==> src/rtl/pic16f84_fetch.sv <==
// ---------------------------------------------------------------------------
// pic16f84_fetch
//
// Instruction-cycle phase generator and instruction prefetch for a
// PIC16F84-style core. Each instruction cycle is four clk periods, Q1..Q4.
// The program counter is latched onto the memory address at the start of Q2,
// the returned word is captured in a prefetch register at the start of Q4,
// and it is handed to the CPU as op_code at the start of the next Q1. As a
// result, the word fetched in cycle N executes in cycle N+1. A flush (branch
// or skip) turns the next handed-over instruction into a NOP.
//
// Ports
//   clk_i        system clock, all state changes on its rising edge
//   mclr_i       master clear, asynchronous, active-low
//   hold_i       stop the phase sequence at the end of Q4 (ignored in Q1-Q3)
//   pc_i         13-bit program counter from the CPU
//   flush_i      branch/skip indication, ignored while idle
//   pm_data_i    14-bit program-memory read data, valid one clk after pm_rd_o
//   q1_o..q4_o   one-hot instruction-cycle phases, all low while idle
//   pm_addr_o    13-bit program-memory read address
//   pm_rd_o      program-memory read strobe, high for the Q2 clk only
//   op_code_o    14-bit instruction presented to the CPU
//   op_valid_o   op_code_o holds a fetched, non-flushed instruction
// ---------------------------------------------------------------------------
module pic16f84_fetch (
  input  logic        clk_i,
  input  logic        mclr_i,
  input  logic        hold_i,
  input  logic [12:0] pc_i,
  input  logic        flush_i,
  input  logic [13:0] pm_data_i,
  output logic        q1_o,
  output logic        q2_o,
  output logic        q3_o,
  output logic        q4_o,
  output logic [12:0] pm_addr_o,
  output logic        pm_rd_o,
  output logic [13:0] op_code_o,
  output logic        op_valid_o
);

  typedef enum logic [2:0] {
    S_IDLE,
    S_Q1,
    S_Q2,
    S_Q3,
    S_Q4
  } state_e;

  state_e      state_q, state_d;
  logic        q1_q, q2_q, q3_q, q4_q;
  logic        pm_rd_q;
  logic [12:0] pm_addr_q;
  logic [13:0] prefetch_q;
  logic        prefetch_valid_q;
  logic [13:0] op_code_q;
  logic        op_valid_q;
  logic        flush_pending_q;

  logic        flush_seen;
  logic        load_nop;

  // Once a cycle has started it always runs to Q4; hold is only looked at
  // when deciding whether to begin another cycle.
  always_comb begin
    // NOTE: state_d gets a default before the case so no path leaves it
    // unassigned; otherwise synthesis would infer a latch.
    state_d = state_q;
    case (state_q)
      S_IDLE:  if (!hold_i) state_d = S_Q1;
      S_Q1:    state_d = S_Q2;
      S_Q2:    state_d = S_Q3;
      S_Q3:    state_d = S_Q4;
      S_Q4:    state_d = hold_i ? S_IDLE : S_Q1;
      default: state_d = S_IDLE;
    endcase
  end

  // A flush seen on the transfer edge itself must still turn that transfer
  // into a NOP, so it is folded in directly rather than via flush_pending_q.
  // Before the first capture the prefetch register holds nothing to execute.
  assign flush_seen = flush_i && (state_q != S_IDLE);
  assign load_nop   = flush_pending_q || flush_seen || !prefetch_valid_q;

  // NOTE: every register here uses non-blocking assignment so all of them
  // update together from the pre-edge values, independent of statement order.
  always_ff @(posedge clk_i or negedge mclr_i) begin
    if (!mclr_i) begin
      state_q          <= S_IDLE;
      q1_q             <= 1'b0;
      q2_q             <= 1'b0;
      q3_q             <= 1'b0;
      q4_q             <= 1'b0;
      pm_rd_q          <= 1'b0;
      pm_addr_q        <= 13'h0000;
      prefetch_q       <= 14'h0000;
      prefetch_valid_q <= 1'b0;
      op_code_q        <= 14'h0000;
      op_valid_q       <= 1'b0;
      flush_pending_q  <= 1'b0;
    end else begin
      state_q <= state_d;

      // Phase outputs and read strobe are decoded from the next state so
      // they are registered yet line up with the state they describe.
      q1_q    <= (state_d == S_Q1);
      q2_q    <= (state_d == S_Q2);
      q3_q    <= (state_d == S_Q3);
      q4_q    <= (state_d == S_Q4);
      pm_rd_q <= (state_d == S_Q2);

      // Q2 is only entered from Q1, so this fires once per cycle.
      if (state_d == S_Q2) begin
        pm_addr_q <= pc_i;
      end

      if (state_d == S_Q4) begin
        prefetch_q       <= pm_data_i;
        prefetch_valid_q <= 1'b1;
      end

      // Transfer edge: hand the prefetched word to the CPU and consume any
      // pending flush. From IDLE, flush_seen is low so only the pending flag
      // and prefetch_valid_q matter.
      if (state_d == S_Q1) begin
        op_code_q       <= load_nop ? 14'h0000 : prefetch_q;
        op_valid_q      <= !load_nop;
        flush_pending_q <= 1'b0;
      end else if (flush_seen) begin
        flush_pending_q <= 1'b1;
      end
    end
  end

  assign q1_o       = q1_q;
  assign q2_o       = q2_q;
  assign q3_o       = q3_q;
  assign q4_o       = q4_q;
  assign pm_rd_o    = pm_rd_q;
  assign pm_addr_o  = pm_addr_q;
  assign op_code_o  = op_code_q;
  assign op_valid_o = op_valid_q;

endmodule

==> config.mk <==
export PLATFORM = sky130hd
export DESIGN_NAME = pic16f84_fetch
export DESIGN_NICKNAME = d
export VERILOG_FILES = /design/src/rtl/pic16f84_fetch.sv
export SDC_FILE = /design/constraint.sdc
export NUM_CORES = 1
export LEC_CHECK = 0
export BUFFER_PORTS_ARGS = -buffer_cell sky130_fd_sc_hd__buf_2
export CORE_MARGIN = 8
export CORE_UTILIZATION = 30
export CTS_CLUSTER_SIZE = 14
export DETAILED_ROUTE_END_ITERATION = 6
export PLACE_DENSITY = 0.62
export SLEW_MARGIN = 15
export SYNTH_ARGS = -nofsm -noshare
export SYNTH_HDL_FRONTEND = slang
export SYNTH_SLANG_ARGS = --single-unit
==> constraint.sdc <==
create_clock -name clk_i -period 1.9 [get_ports clk_i]
set_input_delay 0.095 -clock clk_i [delete_from_list [all_inputs] [get_ports clk_i]]
set_output_delay 0.095 -clock clk_i [all_outputs]
set_load 0.005 [all_outputs]
; After elaboration in Yosys (flattened, before gate mapping)
; Index checks and enable logic that the tools add are counted.
[word_totals]
word_cells = 33
regBits = 51
output_inout_bits = 33
[op_classes]
reduce_logical = 8
n_mux = 6
eq_ne = 8
[op_table]
columns = op, count
row1 = case mux 3 bit (5 select lines), 1
row2 = two-way mux 14 bit, 1
row3 = equality test 3 x 2 -> 1 bit (second input constant), 4
row4 = equality test 3 x 1 -> 1 bit (second input constant), 2
row5 = equality test 3 bit (second input constant), 2
row6 = zero test 3 bit, 1
row7 = two-way mux 1 bit, 3
row8 = two-way mux 3 bit, 1
row9 = nonzero test 3 bit, 1
row10 = zero test 1 bit, 2
row11 = logical OR 1 bit, 2
row12 = nonzero test 2 bit, 1
row13 = logical AND 1 bit, 1

; Depth between registers and ports, before layout
[depth]
word_depth = 5
ltp_mapped = 5

; Least setup slack after synthesis
; OpenSTA, ideal clock, no wires.
[synth_timing]
kind = register to register
from = register state_q[1]
to = register pm_addr_q[10], in the netlist pm_addr_o[10]
path_slack_ps = 413
path_buffers = 2
synth_period_minus_slack_ps = 1487
stages_incl_launch_ff = 5
arrival_time_ps = 1362
path_cell_list = dfrtp_1 > buf_2 > nor3b_4 > buf_4 > mux2_2
[synth_via]
elab_chain_cells = 3
elab_cells_between_ends = 8
[synth_lines]
columns = element, line_no
row1 = "start, declared", 50  ; state_e state_q, state_d;
row2 = "start signal, assigned", 102  ; state_q <= state_d;
row3 = equality test 3 bit (tied with other cells), 69  ; case (state_q)
row4 = case mux 3 bit (5 select lines) (*), 69
row5 = equality test 3 x 2 -> 1 bit (*), 113  ; if (state_d == S_Q2) begin
row6 = "end signal, assigned", 114  ; pm_addr_q <= pc_i;
row7 = "end, declared", 53  ; logic [12:0] pm_addr_q;
; Mark *: on every way between the ends. The rest lies on a longest branch, timed or not.
; A chain may end at the register's enable or synchronous reset.

; Worst setup path in the final report
[layout_timing]
from = register state_q[0]
to = register op_code_q[1], in the netlist op_code_o[1]
[layout_via]
elab_chain_cells = 5
elab_cells_between_ends = 13
[layout_lines]
columns = element, line_no
row1 = branches (longest 5 deep; another with case mux 3 bit (5 select lines)), n/a
row2 = "end signal, assigned", 126  ; op_code_q <= load_nop ? 14'h0000 : prefetch_q;
row3 = "end, declared", 56  ; logic [13:0] op_code_q;
; Parallel ways; which one is timed is not known.

==> impl_metrics.ini <==
[timing]
tns_ns = 0
min_period_ns = 1.61
finalClockSkew_ns = 0.00909
finalWorstSetupSlack_ns = 0.289
rsz0062_at_grt = no
fmax_mhz = 621
fin_crit_sh = 0.848
setup_violations = 0
drv_slew = 0
worst_pin_slew_ns = 0.797
maxSlewHeadroom = 0.468
finalHoldViolCount = 0

[global_routing]
grt_pass1_wl_microns = 7740
met2_usage = 0.152
gr-usage-met1 = 0.112
grt_usage = 0.0961
grt_pass1_vias = 1566
grt-ovfl-total = 0
grt_max_degree = 34
antenna_found_initial = 2
globalRoute.busiestLayer = met2
grt_util_met3 = 0.0477

[floorplanning]
die-area_sq_um = 10100
die-width_microns = 101
core_sq_um = 7100
rows = 31
die_h_microns = 101
io_pins = 64
start_util = 0.302

[status]
outcome = finished clean

[clocking]
cts_buffers = 5
insertion_delay_ns = 0.30
cts_root_buf = clkbuf_8
cts_buffer_depth = 2
cts_sinks = 51
htreeDepth = 2
post_cts_buffers = 0
clkTransAtPathRegs_ns = 0.09
cts_tree = done

[place]
place_inst = 305
numPortBuffers = 63
gp_congestion = 0.738
pre_cts_slack_ns = 0.297
dp.final_hpwl_microns = 3390
placed_area_sq_um = 2540

[power]
switchingPower_uw = 1400
p_comb_frac = 0.369
p_sw_frac = 0.332
power_uw = 4210
p_int_uw = 2810
seq_power_share = 0.453
clockPowerShare = 0.178
peakVddDrop_v = 0.000601
power_density_nw_per_um2 = 1560
total_leakage_power_uw = 0.00134

[logic_synthesis]
ys_async_sr_fraction = 1.00
syn_nets = 182
syn-instance-count = 151
yosysWarnings = 0
synth_top_area_cell = dfrtp_1
ys_ff_latch = 51
synth_area_leaders = dfrtp_1, mux2_2, o41ai_2
synth.top_cell.area_share = 0.595
synth_cell_types = 21
seq_area_frac_synth = 0.595
syn_area_per_cell_sq_um = 14.2
netlist_area_sq_um = 2140
yosys_most_used_dff = dfrtp_1
synth_edf_count = 0

[critical_path]
critPathSlowestCell = o31a_1
crit_family = compound AO/OA/AOI/OAI gates
crit_chain = o31a_1 -> o41ai_1
critical_path.max_fanout = 16
endpoint_kind = flip-flop
cp.required_ns = 2.09
arrival_ns = 1.80
startpoint = state_q[0]$_DFF_PN0_
crit_type = flip-flop to flip-flop
critical-path-max-stage-delay_ns = 0.58
r2r_start = state_q[0]$_DFF_PN0_
startpoint_type = flip-flop
worstPathBufferInverterCount = 0

[finish]
drive_above_1_share = 0.534
nets = 249
mostFrequentLayoutCells = buf_2, dfrtp_1, mux2_2
antenna_cells = 0
stdcell_area_sq_um = 2710
final_common_cell = buf_2
final_cells = 318
areaGrowthSynthToFinish_pct = 26.3

[drt]
ant_nets = 0
first_pass_iters = 4
vias = 1442
routedWlPerCell_microns = 14.6
drt_drc_violations_left = 0
wl_microns = 4660
viasPerCell = 4.53
drt_iter0_drc = 38

[flow_run]
max_cap_viol_count = 0

[min_path]
hp-start = pm_data_i[1]
hold_path.class = primary input to flip-flop
-- worst paths after layout --
kind | endpoint | slack, ns | cells past startpoint
setup / recovery | op_code_o[1]$_DFFE_PN0N_ | 0.29 | 2
setup reg to reg | op_code_o[1]$_DFFE_PN0N_ | 0.29 | 2
min in group asynchronous | prefetch_q[0]$_DFFE_PN0N_ | 0.40 | 2
hold reg to reg | prefetch_q[2]$_DFFE_PN0N_ | 0.50 | 1
hold / removal | prefetch_q[1]$_DFFE_PN0N_ | 0.02 | 2
max in group asynchronous | prefetch_q[11]$_DFFE_PN0N_ | 0.87 | 3
-- kinds of logic after synthesis --
family / after synthesis / share of synthesized area
flip-flops: 51 / 0.595
AO/OA/AOI/OAI: 32 / 0.153
multiplexers: 27 / 0.142
AND/OR/NAND/NOR: 22 / 0.0566
buffers and inverters: 19 / 0.0531
-- per-layer routing --
layer | up-vias | wire (microns)
met5 | - | 23
met4 | 4 | 52
met3 | 9 | 395
met2 | 47 | 2200
met1 | 697 | 1990
li1 | 685 | -
-- timing repair --
action	4_1_cts	5_1_grt
gates resized for setup	0	0
hold buffers	3	2
endpoints found under the hold margin	33	2
endpoints found under the setup margin	0	0
-- cell usage after synthesis, types with 2 or more instances --
master and instances:
inv_1 2, buf_1 2, o41ai_2 9, and3b_1 2, buf_4 2, o31ai_1 15
dfrtp_1 51, mux2_1 2, mux2_2 25, nand2_1 14, o41ai_1 6, clkbuf_1 5
buf_2 4, buf_6 4, or2_2 2
-- metrics by stage --
stage,util,hold WS [ns]
final,0.381,0.0186
after global routing,0.381,0.00400
after CTS,0.378,0.00585
after detailed placement,0.358,0.202
after global placement,0.358,0.197
after floorplan,-,-0.201
-- area by class of cell --
| class | count | area (sq um) |
|---|---|---|
| clock inverter | 3 | 43.8 |
| fill | 698 | 4390 |
| tap | 99 | 124 |
| multi-input combinational | 81 | 753 |
| timing repair buffer | 77 | 433 |
| inverter | 2 | 7.51 |
| clock buffer | 5 | 68.8 |
| sequential | 51 | 1280 |
-- state kept, by name, indices dropped and copies added, names as in the netlist, 3 cells and up --
signal      count
state_q         3
pm_addr_o      13
prefetch_q     14
op_code_o      14
-- power by group through the flow --
stage / registers [uW] / logic, uW / clock network, uW
after floorplan: 1820 / 1130 / 0
after global placement: 1920 / 1550 / 0
after detailed placement: 1930 / 1580 / 0
after CTS: 1910 / 1590 / 792
after global routing: 1990 / 1720 / 835
final: 1910 / 1550 / 748
(Power assumes the default switching activity.)
